==> config.mk <==
export PLATFORM = sky130hd
export DESIGN_NAME = param_rotary_alu
export DESIGN_NICKNAME = d
export VERILOG_FILES = /design/src/rtl/param_rotary_alu.sv
export SDC_FILE = /design/constraint.sdc
export NUM_CORES = 1
export LEC_CHECK = 0
export CORE_AREA = 3 3 65 61
export DETAILED_ROUTE_END_ITERATION = 8
export DIE_AREA = 0 0 68 64
export GPL_ROUTABILITY_DRIVEN = 0
export HOLD_SLACK_MARGIN = 0.12
export PLACE_DENSITY_LB_ADDON = 0.05
export SLEW_MARGIN = 20
export SYNTH_ARGS = -nofsm -noshare
export SYNTH_HDL_FRONTEND = slang
export SYNTH_SLANG_ARGS = --single-unit
==> constraint.sdc <==
create_clock -name clk -period 3.1 [get_ports clk]
set_input_delay 0.465 -clock clk [delete_from_list [all_inputs] [get_ports clk]]
set_output_delay 0.465 -clock clk [all_outputs]
set_load 0.01 [all_outputs]
==> src/rtl/param_rotary_alu.sv <==
// Rotary-shaft driven ALU: operands and opcode are keyed in nibble by nibble on
// rising edges of rot_event, then one registered ADD/SUB/AND/XOR is executed.
module param_rotary_alu #(
  parameter int unsigned WIDTH = 8
) (
  input  logic             clk,
  input  logic             rst,
  input  logic             rot_event,
  input  logic [3:0]       inp,
  output logic [WIDTH-1:0] result,
  output logic             overflow,
  output logic             carry_out,
  output logic             valid,
  output logic [2:0]       phase
);

  localparam int unsigned NIBS  = (WIDTH + 3) / 4;
  localparam int unsigned IDX_W = (NIBS > 1) ? $clog2(NIBS) : 1;
  localparam int unsigned MSB   = WIDTH - 1;
  localparam int unsigned SUM_W = WIDTH + 1;

  typedef enum logic [2:0] {
    LOAD_A  = 3'b000,
    LOAD_B  = 3'b001,
    LOAD_OP = 3'b010,
    EXEC    = 3'b011,
    DONE    = 3'b100
  } state_t;

  state_t             state, state_nxt;
  logic [IDX_W-1:0]   idx, idx_nxt;
  logic [WIDTH-1:0]   a, a_nxt, b, b_nxt;
  logic [1:0]         op, op_nxt;
  logic               prev_rot;
  logic [WIDTH-1:0]   result_nxt;
  logic               overflow_nxt, carry_nxt, valid_nxt;

  logic               step_c;
  logic               last_nib_c;
  logic [WIDTH-1:0]   b_eff_c;
  logic [SUM_W-1:0]   sum_c;
  logic [WIDTH-1:0]   alu_r_c;
  logic               alu_c_c, alu_v_c;

  assign step_c     = rot_event & ~prev_rot;
  assign last_nib_c = (idx == IDX_W'(NIBS - 1));
  assign phase      = state;

  // Bits of the top nibble beyond WIDTH simply have no destination, which
  // drops the unused high bits of inp on the last load step.
  function automatic logic [WIDTH-1:0] put_nib(input logic [WIDTH-1:0] cur,
                                               input logic [IDX_W-1:0] i,
                                               input logic [3:0]       n);
    logic [WIDTH-1:0] nxt;
    nxt = cur;
    for (int k = 0; k < int'(WIDTH); k++) begin
      if (IDX_W'(k / 4) == i) nxt[k] = n[2'(k % 4)];
    end
    return nxt;
  endfunction

  // SUB is A + ~B + 1 so carry_out reads as "no borrow".
  always_comb begin
    b_eff_c = (op == 2'b01) ? ~b : b;
    sum_c   = {1'b0, a} + {1'b0, b_eff_c} + SUM_W'(op == 2'b01);
    alu_r_c = sum_c[WIDTH-1:0];
    alu_c_c = 1'b0;
    alu_v_c = 1'b0;
    case (op)
      2'b00: begin
        alu_c_c = sum_c[WIDTH];
        alu_v_c = (a[MSB] == b[MSB]) && (alu_r_c[MSB] != a[MSB]);
      end
      2'b01: begin
        alu_c_c = sum_c[WIDTH];
        alu_v_c = (a[MSB] != b[MSB]) && (alu_r_c[MSB] != a[MSB]);
      end
      2'b10:   alu_r_c = a & b;
      default: alu_r_c = a ^ b;
    endcase
  end

  // Next-state and datapath update.
  always_comb begin
    state_nxt    = state;
    idx_nxt      = idx;
    a_nxt        = a;
    b_nxt        = b;
    op_nxt       = op;
    result_nxt   = result;
    overflow_nxt = overflow;
    carry_nxt    = carry_out;
    valid_nxt    = valid;
    case (state)
      LOAD_A: if (step_c) begin
        a_nxt = put_nib(a, idx, inp);
        if (last_nib_c) begin
          idx_nxt   = '0;
          state_nxt = LOAD_B;
        end else begin
          idx_nxt = idx + IDX_W'(1);
        end
      end
      LOAD_B: if (step_c) begin
        b_nxt = put_nib(b, idx, inp);
        if (last_nib_c) begin
          idx_nxt   = '0;
          state_nxt = LOAD_OP;
        end else begin
          idx_nxt = idx + IDX_W'(1);
        end
      end
      LOAD_OP: if (step_c) begin
        op_nxt    = inp[1:0];
        state_nxt = EXEC;
      end
      EXEC: begin
        result_nxt   = alu_r_c;
        overflow_nxt = alu_v_c;
        carry_nxt    = alu_c_c;
        valid_nxt    = 1'b1;
        state_nxt    = DONE;
      end
      DONE: if (step_c) begin
        valid_nxt = 1'b0;
        a_nxt     = '0;
        b_nxt     = '0;
        idx_nxt   = '0;
        state_nxt = LOAD_A;
      end
      default: state_nxt = LOAD_A;
    endcase
  end

  // prev_rot resets high so a level already present at release is not a step.
  always_ff @(posedge clk or posedge rst) begin
    if (rst) begin
      state     <= LOAD_A;
      idx       <= '0;
      a         <= '0;
      b         <= '0;
      op        <= 2'b00;
      prev_rot  <= 1'b1;
      result    <= '0;
      overflow  <= 1'b0;
      carry_out <= 1'b0;
      valid     <= 1'b0;
    end else begin
      state     <= state_nxt;
      idx       <= idx_nxt;
      a         <= a_nxt;
      b         <= b_nxt;
      op        <= op_nxt;
      prev_rot  <= rot_event;
      result    <= result_nxt;
      overflow  <= overflow_nxt;
      carry_out <= carry_nxt;
      valid     <= valid_nxt;
    end
  end

endmodule

==> flow_metrics.env, run 1 <==
export IMPL_synth_area_leaders="dfrtp_1 (42%), ha_1 (9.3%), nand2_1 (4.8%), o21ai_0 (3.7%), mux2i_1 (3.4%)"
export IMPL_num_antenna_cells=0
export IMPL_wl_um=2860
export IMPL_synth_top_area_frac=0.421
export IMPL_ys_ff_latch=26
export IMPL_post_cts_repair_setup_buffers=0
export IMPL_wire_per_inst_um=13.7
export IMPL_critPathMaxStageDelay_ns=0.39
export IMPL_grt_pass1_wl_um=5240
export IMPL_area_delta_synth_final_pct=19.8
export IMPL_ant_nets=0
export IMPL_core_um2=3350
export IMPL_layout_nets=185
export IMPL_worst_pin_slew_ns=0.941
export IMPL_cts_sinks=26
export IMPL_row_count=20
export IMPL_slew_viol_final=0
export IMPL_dieHeight_um=64
export IMPL_fmax_ghz=0.410
export IMPL_synthFlopType="dfrtp_1"
export IMPL_cp_arrival_ns=2.63
export IMPL_dr_pass1_iters=4
export IMPL_fin_util=0.532
export IMPL_worst_setup_path_start_kind="flop"
export IMPL_syn_cell_area_um2=1490
export IMPL_crit_path_frequent_cell="ha_1"
export IMPL_yosysTopAreaCell="dfrtp_1"
export IMPL_synth_edf_count=0
export IMPL_portBuffers=18
export IMPL_overflow=0
export IMPL_antenna_found_initial=0
export IMPL_timing_final_crit_share=0.787
export IMPL_period_minus_slack_ns=2.44
export IMPL_cts_tree="built"
export IMPL_hold_buffers=0
export IMPL_maxCapViolCount=0
export IMPL_crit_fanout=8
export IMPL_p_per_area_nw_per_um2=984
export IMPL_fin_area_um2=1780
export IMPL_status="completed"
export IMPL_track_usage=0.154
export IMPL_synthArstFlopShare=1.00
export IMPL_yosysMostFrequentCell="dfrtp_1"
export IMPL_grt_pass1_vias=1102
export IMPL_critPathTopFamily="compound AO/OA/AOI/OAI gates"
export IMPL_clockBufferDepth=2
export IMPL_finalSetupViolCount=0
export IMPL_cts_root_buf="clkbuf_8"
export IMPL_endpoint_kind="flop"
export IMPL_path_cells="and2b_4, inv_2, xnor2_1, ha_1, a211o_1, a31oi_1, nor2_1, ha_1, o31ai_1"
export IMPL_finalHoldViolations=0
export IMPL_skew_ns=0.00438
export IMPL_syn_num_nets=166
export IMPL_ctsResizeCount=0
export IMPL_yosys_warnings=0
export IMPL_critPathKind="flop to flop"
export IMPL_p_leak_nw=0.809
export IMPL_htree_levels=1
export IMPL_drive_gt1_frac=0.0909
export IMPL_power_w=0.00175
export IMPL_drc=0
export IMPL_worst_path_buf_inv=1
export IMPL_io_pins=21
export IMPL_synthCells=147
export IMPL_fillCellCount=309
export IMPL_cts_reportedPaths_clkPinSlew_ns=0.10
export IMPL_max_slew_margin=0.369
export IMPL_synth_common_cells="dfrtp_1 (25), nand2_1 (19), ha_1 (11), o21ai_0 (11), nand2b_1 (8)"
export IMPL_clock_latency_ns=0.28
export IMPL_multi_input_area_um2=795
export IMPL_die_x_um=68
export IMPL_via_per_inst=5.15
export IMPL_vias=1076
export IMPL_initial_core_util=0.444
export IMPL_die_area_um2=4350
export IMPL_peakVddDrop_mv=0.633
export IMPL_register_area_um2=652
export IMPL_fin_tns_setup_ns=0
export IMPL_hpwlAfterDp_um=2080
export IMPL_worstPathRequired_ns=3.29
export IMPL_drt_iter0_drc=39
export IMPL_grt_start_max_net_pins=27
export IMPL_cts_inserted_buffers=3
export IMPL_seq_area_frac_synth=0.438
export IMPL_postSynthAreaPerCell_um2=10.1
export IMPL_ys_types=40
export IMPL_rsz0062_at_grt="no"
export IMPL_worst_hold_path_type="flop to flop"
export IMPL_placed_cell_area_um2=1710
export IMPL_crit_slowest_cell="dfrtp_1"
## path summary, 6_finish.rpt
check | depth (start not counted) | endpoint | startpoint | slack [ns]
setup / recovery | 9 | result[7] | op[1] | 0.66
hold / removal | 2 | valid | valid | 0.48
setup reg to reg | 9 | result[7] | op[1] | 0.66
hold reg to reg | 2 | valid | valid | 0.48
max in group asynchronous | 2 | carry_out | rst | 2.08
min in group asynchronous | 2 | valid | rst | 0.59
## metrics by stage
step           std cells  hold slack (ns)  worst slack [ns]
5_1_grt              209            0.520             0.427
3_3_place_gp         205            0.456             0.706
3_5_place_dp         205            0.466             0.673
4_1_cts              209            0.489             0.657
6_report             209            0.482             0.661
2_1_floorplan        147            0.469             0.820
## layer usage
layer  routed length [um]  global-route usage  share of wire  vias to the layer above
li1                     -                   -              -                      553
met1                 1510               0.228           0.53                      499
met2                 1220               0.225           0.43                       21
met3                  111              0.0439          0.039                        3
met4                   18              0.0273         0.0063                        0
met5                    0                   0              0                        -
## layout by cell type, fill, tap and decap left out, drive strengths merged, types with 2 or more instances in the layout
master | netlist | layout
nor3 | 3 | 3
nand2b | 8 | 8
a21oi | 5 | 5
dfrtp | 25 | 25
nor2b | 3 | 3
a21o | 3 | 3
o21ai | 13 | 13
clkdlybuf4s50 | 0 | 18
nor2 | 6 | 6
inv | 4 | 3
mux2 | 4 | 4
mux2i | 5 | 5
ha | 11 | 11
clkbuf | 3 | 3
nor3b | 2 | 2
a32o | 2 | 2
a22o | 4 | 4
buf | 3 | 2
nand2 | 19 | 19
nand3 | 6 | 6
xnor2 | 3 | 3
## worst min-delay path: cells and delay by family, from the launching register on
kind / cells / cell delay, ns
DFF: 1 / 0.36
and+or+nand+nor: 2 / 0.10
## cells by family (layout without fill, tap and decap cells)
| group | Yosys count | in the layout | share of synthesized area |
|---|---|---|---|
| fa+ha+maj | 12 | 12 | 0.106 |
| flops | 26 | 26 | 0.438 |
| simple gates | 52 | 52 | 0.189 |
| compound gates | 34 | 34 | 0.151 |
| mux | 9 | 9 | 0.0639 |
| xor+xnor | 4 | 4 | 0.0236 |
| buf+inv | 10 | 28 | 0.0277 |
## flip-flops by register name, summed over array words and instances, names as in the netlist
register and cells:
a 4, b 4, op 2, carry_out 1, result 8, prev_rot 1
valid 1, phase 3, overflow 1, idx 1
## power by group
part	total (W)	internal, W	switching, W
Combinational	0.000853	0.000430	0.000422
Clock	0.000288	0.000173	0.000115
Sequential	0.000614	0.000467	0.000147
## layout make-up
type | count | area share
Multi-Input combinational cell | 111 | 0.446
Sequential cell | 26 | 0.366
Timing Repair Buffer | 20 | 0.109
Tap cell | 44 | 0.0309
Clock buffer | 3 | 0.0232
Clock inverter | 1 | 0.0168
Inverter | 4 | 0.00842
(Power assumes the default switching activity.)
==> run 2: changes to the inputs <==
==> constraint.sdc (replaced) <==
create_clock -name clk -period 2.2 [get_ports clk]
set_input_delay 0.33 -clock clk [delete_from_list [all_inputs] [get_ports clk]]
set_output_delay 0.33 -clock clk [all_outputs]
set_load 0.01 [all_outputs]
==> flow_metrics.env, run 2 (synthesis results as in run 1) <==
export IMPL_hold_buffers=0
export IMPL_crit_fanout=4
export IMPL_max_slew_margin=0.579
export IMPL_layout_common_cells="dfrtp_1 (25), nand2_1 (19), clkdlybuf4s50_1 (18), buf_4 (13)"
export IMPL_period_minus_slack_ns=2.25
export IMPL_htree_levels=1
export IMPL_wire_per_inst_um=14.0
export IMPL_status="finished, violations left"
export IMPL_track_usage=0.161
export IMPL_slew_viol_final=0
export IMPL_overflow=0
export IMPL_register_area_um2=652
export IMPL_maxCapViolCount=0
export IMPL_rsz0062_at_grt="yes"
export IMPL_reg_top3="result: 8 flops, a: 4 flops, b: 4 flops"
export IMPL_grt_pass1_wl_um=5440
export IMPL_clock_latency_ns=0.27
export IMPL_critPathKind="flop to flop"
export IMPL_p_per_area_nw_per_um2=1410
export IMPL_worstPathRequired_ns=2.38
export IMPL_largest_register_ffs=8
export IMPL_worst_setup_path_start_kind="flop"
export IMPL_layout_nets=196
export IMPL_grt_start_max_net_pins=27
export IMPL_cts_reportedPaths_clkPinSlew_ns=0.09
export IMPL_worst_hold_path_type="input port to async pin"
export IMPL_clockBufferDepth=2
export IMPL_timing_final_crit_share=1.02
export IMPL_hpwlAfterDp_um=2310
export IMPL_finalSetupViolCount=1
export IMPL_grt_pass1_vias=1170
export IMPL_antenna_found_initial=0
export IMPL_skew_ns=0.00750
export IMPL_fin_ws_ns=-0.0520
export IMPL_power_w=0.00266
export IMPL_r2r_cells=9
export IMPL_cts_root_buf="clkbuf_8"
export IMPL_final_common_cell="dfrtp_1"
export IMPL_cts_inserted_buffers=3
export IMPL_area_delta_synth_final_pct=27.1
export IMPL_cp_arrival_ns=2.44
export IMPL_peakVddDrop_mv=0.542
export IMPL_violations="negative setup slack"
export IMPL_vias=1164
export IMPL_drc=0
export IMPL_core_um2=3350
export IMPL_multi_input_area_um2=831
export IMPL_ant_nets=0
export IMPL_via_per_inst=5.29
export IMPL_fillCellCount=316
export IMPL_die_area_um2=4350
export IMPL_largest_register="result"
export IMPL_finalHoldViolations=0
export IMPL_dr_pass1_iters=4
export IMPL_row_count=20
export IMPL_die_x_um=68
export IMPL_drt_iter0_drc=39
export IMPL_num_antenna_cells=0
export IMPL_p_leak_nw=0.871
export IMPL_wl_um=3080
export IMPL_fmax_ghz=0.444
export IMPL_worst_pin_slew_ns=0.630
export IMPL_initial_core_util=0.444
export IMPL_cts_sinks=26
export IMPL_cts_tree="built"
export IMPL_portBuffers=18
export IMPL_drive_gt1_frac=0.165
export IMPL_placed_cell_area_um2=1780
export IMPL_io_pins=21
export IMPL_fin_area_um2=1890
export IMPL_dieHeight_um=64
export IMPL_endpoint_kind="flop"
[run 2: timing repair]
item                                   in CTS  in global routing
setup endpoints to repair                   1                  2
endpoints found under the hold margin       0                  0
buffers inserted                            0                  3
resized for setup                           0                  5
pin swaps                                   1                  8
[run 2: critical path, stage by stage, from the launching register on]
cell and delay (ns):
dfrtp_1 0.38, and2b_4 0.28, inv_6 0.05, xnor2_4 0.17, ha_4 0.23, a211o_1 0.31, a31oi_1 0.20, nor2_1 0.08
ha_1 0.30, o31ai_2 0.17
[run 2: report_power, final]
group / internal (W) / switching (W) / total [W]
clock: 0.000160 / 0.000154 / 0.000314
combinational: 0.000797 / 0.000675 / 0.00147
sequential: 0.000657 / 0.000218 / 0.000875
[run 2: routing by layer]
| metal | wire length, um | vias up | GRT usage |
|---|---|---|---|
| li1 | - | 577 | - |
| met1 | 1530 | 560 | 0.234 |
| met2 | 1400 | 22 | 0.243 |
| met3 | 98 | 5 | 0.0264 |
| met4 | 42 | 0 | 0.0447 |
| met5 | 0 | - | 0 |
[run 2: through the flow]
stage               utilization  TNS [ns]  instances  setup slack, ns  hold slack (ns)
global placement          0.531         0        213           0.0257            0.457
detailed placement        0.531   -0.0374        213          -0.0374            0.465
floorplan                     -         0        147          0.00255            0.334
global route              0.564    -0.191        220           -0.132            0.458
CTS                       0.548   -0.0227        217          -0.0227            0.423
finish                    0.564   -0.0520        220          -0.0520            0.408
[run 2: cell type report]
type / instances / area share
Tap cell: 44 / 0.0291
Sequential cell: 26 / 0.345
Clock buffer: 4 / 0.0291
Multi-Input combinational cell: 111 / 0.439
Timing Repair Buffer: 31 / 0.147
Inverter: 4 / 0.0106
[run 2: path summary, 6_finish.rpt]
check	from	to	slack (ns)
max	op[1]	result[7]	-0.05
min	rst	b[1]	0.41
max reg2reg	op[1]	result[7]	-0.05
min reg2reg	carry_out	carry_out	0.48
max in group asynchronous	rst	prev_rot	1.50
min in group clk	carry_out	carry_out	0.48
==> run 3: changes to the inputs <==
--- a/config.mk
+++ b/config.mk
@@ -11,6 +11,7 @@
 export GPL_ROUTABILITY_DRIVEN = 0
 export HOLD_SLACK_MARGIN = 0.12
 export PLACE_DENSITY_LB_ADDON = 0.05
+export SKIP_LAST_GASP = 1
 export SLEW_MARGIN = 20
 export SYNTH_ARGS = -nofsm -noshare
 export SYNTH_HDL_FRONTEND = slang
==> flow_metrics.env, run 3 (synthesis results as in run 1) <==
export IMPL_status="finished, violations left"
export IMPL_violations="negative setup slack"
export IMPL_grt_pass1_vias=1170
export IMPL_largest_register_ffs=8
export IMPL_critPathKind="flop to flop"
export IMPL_crit_start="op[1]"
export IMPL_maxCapViolCount=0
export IMPL_cts_tree="built"
export IMPL_use_met3=0.0264
export IMPL_p_per_area_nw_per_um2=1400
export IMPL_vias=1160
export IMPL_peakVddDrop_mv=0.591
export IMPL_cts_reportedPaths_clkPinSlew_ns=0.09
export IMPL_via_per_inst=5.27
export IMPL_worstPathRequired_ns=2.38
export IMPL_rrSetupSlack_ns=-0.04
export IMPL_io_pins=21
export IMPL_dr_pass1_iters=4
export IMPL_fin_ws_ns=-0.0433
export IMPL_r2r_cells=9
export IMPL_crit_fanout=4
export IMPL_cp_arrival_ns=2.43
export IMPL_die_area_um2=4350
export IMPL_drive_gt1_frac=0.165
export IMPL_grt_start_max_net_pins=27
export IMPL_max_slew_margin=0.579
export IMPL_portBuffers=18
export IMPL_timing_final_crit_share=1.02
export IMPL_drc=0
export IMPL_fmax_ghz=0.446
export IMPL_largest_register="result"
export IMPL_cp_endpoint="result[7]"
export IMPL_htree_levels=1
export IMPL_top_usage_layer="met2"
export IMPL_register_area_um2=652
export IMPL_drt_iter0_drc=36
export IMPL_area_delta_synth_final_pct=26.9
export IMPL_clockBufferDepth=2
export IMPL_skew_ns=0.00745
export IMPL_cts_sinks=26
export IMPL_final_cells=220
export IMPL_cts_root_buf="clkbuf_8"
export IMPL_overflow=0
export IMPL_layout_common_cells="dfrtp_1 (25), nand2_1 (19), clkdlybuf4s50_1 (18), buf_4 (13)"
export IMPL_grt_util_met2=0.243
export IMPL_p_leak_nw=0.870
export IMPL_ant_nets=0
export IMPL_grt_pass1_wl_um=5440
export IMPL_grt_use_met1=0.234
export IMPL_worst_hold_path_type="input port to async pin"
export IMPL_timing_rr_start="op[1]"
export IMPL_power_w=0.00265
export IMPL_cts_inserted_buffers=3
export IMPL_wire_per_inst_um=13.9
export IMPL_slew_viol_final=0
export IMPL_endpoint_kind="flop"
export IMPL_layout_nets=196
export IMPL_row_count=20
export IMPL_final_common_cell="dfrtp_1"
export IMPL_hpwlAfterDp_um=2310
export IMPL_rsz0062_at_grt="yes"
export IMPL_track_usage=0.161
export IMPL_die_x_um=68
export IMPL_worst_setup_path_start_kind="flop"
export IMPL_r2r_end="result[7]"
export IMPL_worst_pin_slew_ns=0.630
export IMPL_antenna_found_initial=0
export IMPL_finalHoldViolations=0
export IMPL_clock_latency_ns=0.27
export IMPL_dieHeight_um=64
export IMPL_initial_core_util=0.444
export IMPL_fillCellCount=314
export IMPL_post_place_cells=213
export IMPL_core_um2=3350
export IMPL_multi_input_area_um2=831
export IMPL_num_antenna_cells=0
export IMPL_finalSetupViolCount=2
export IMPL_wl_um=3070
export IMPL_period_minus_slack_ns=2.24
export IMPL_reg_top3="result: 8 flops, a: 4 flops, b: 4 flops"
==> run 3: cell type report <==
| class | instances | share of cell area |
|---|---|---|
| multi-input combinational | 111 | 0.440 |
| timing repair buffer | 31 | 0.147 |
| clock buffer | 4 | 0.0292 |
| sequential | 26 | 0.345 |
| tap | 44 | 0.0292 |
| inverter | 4 | 0.00928 |
==> run 3: worst min-delay path by stage <==
stage | from | endpoint | depth (start not counted)
after CTS | rst | b[1] | 3
after floorplan | rot_event | prev_rot | 0
after global routing | rst | phase[0] | 3
final | rst | b[1] | 3
after detailed placement | carry_out | carry_out | 1
after global placement | valid | valid | 2
==> run 3: repair_timing <==
action / in CTS / in global routing
gates resized for setup: 0 / 4
setup endpoints to repair: 1 / 2
setup buffers: 0 / 3
pin swaps: 1 / 6
hold buffers: 0 / 0
==> run 3: power by group <==
| group | internal [W] | total (W) | leakage (nW) | switching [W] |
|---|---|---|---|---|
| Sequential | 0.000657 | 0.000875 | 0.334 | 0.000218 |
| Clock | 0.000160 | 0.000314 | 0.0288 | 0.000154 |
| Combinational | 0.000795 | 0.00146 | 0.507 | 0.000668 |
==> run 3: per-stage QoR <==
stage | worst slack, ns | hold slack [ns] | instance area, um^2 | setup TNS (ns) | util
floorplan | 0.00255 | 0.334 | 1500 | 0 | -
global route | -0.124 | 0.458 | 1890 | -0.214 | 0.563
detailed placement | -0.0374 | 0.465 | 1780 | -0.0374 | 0.531
finish | -0.0433 | 0.408 | 1890 | -0.0448 | 0.563
global placement | 0.0257 | 0.457 | 1780 | 0 | 0.531
CTS | -0.0227 | 0.423 | 1840 | -0.0227 | 0.548
==> run 3: layer usage <==
metal  wire length [um]  up-vias
li1                   -      577
met1               1540      556
met2               1380       22
met3                 98        5
met4                 42        0
met5                  0        -
==> run 3: worst max-delay path, cell delays in order (launching register included) <==
cell,delay [ns]
dfrtp_1,0.38
and2b_4,0.26
inv_4,0.06
xnor2_4,0.17
ha_4,0.23
a211o_1,0.31
a31oi_1,0.20
nor2_1,0.08
ha_1,0.30
o31ai_2,0.17
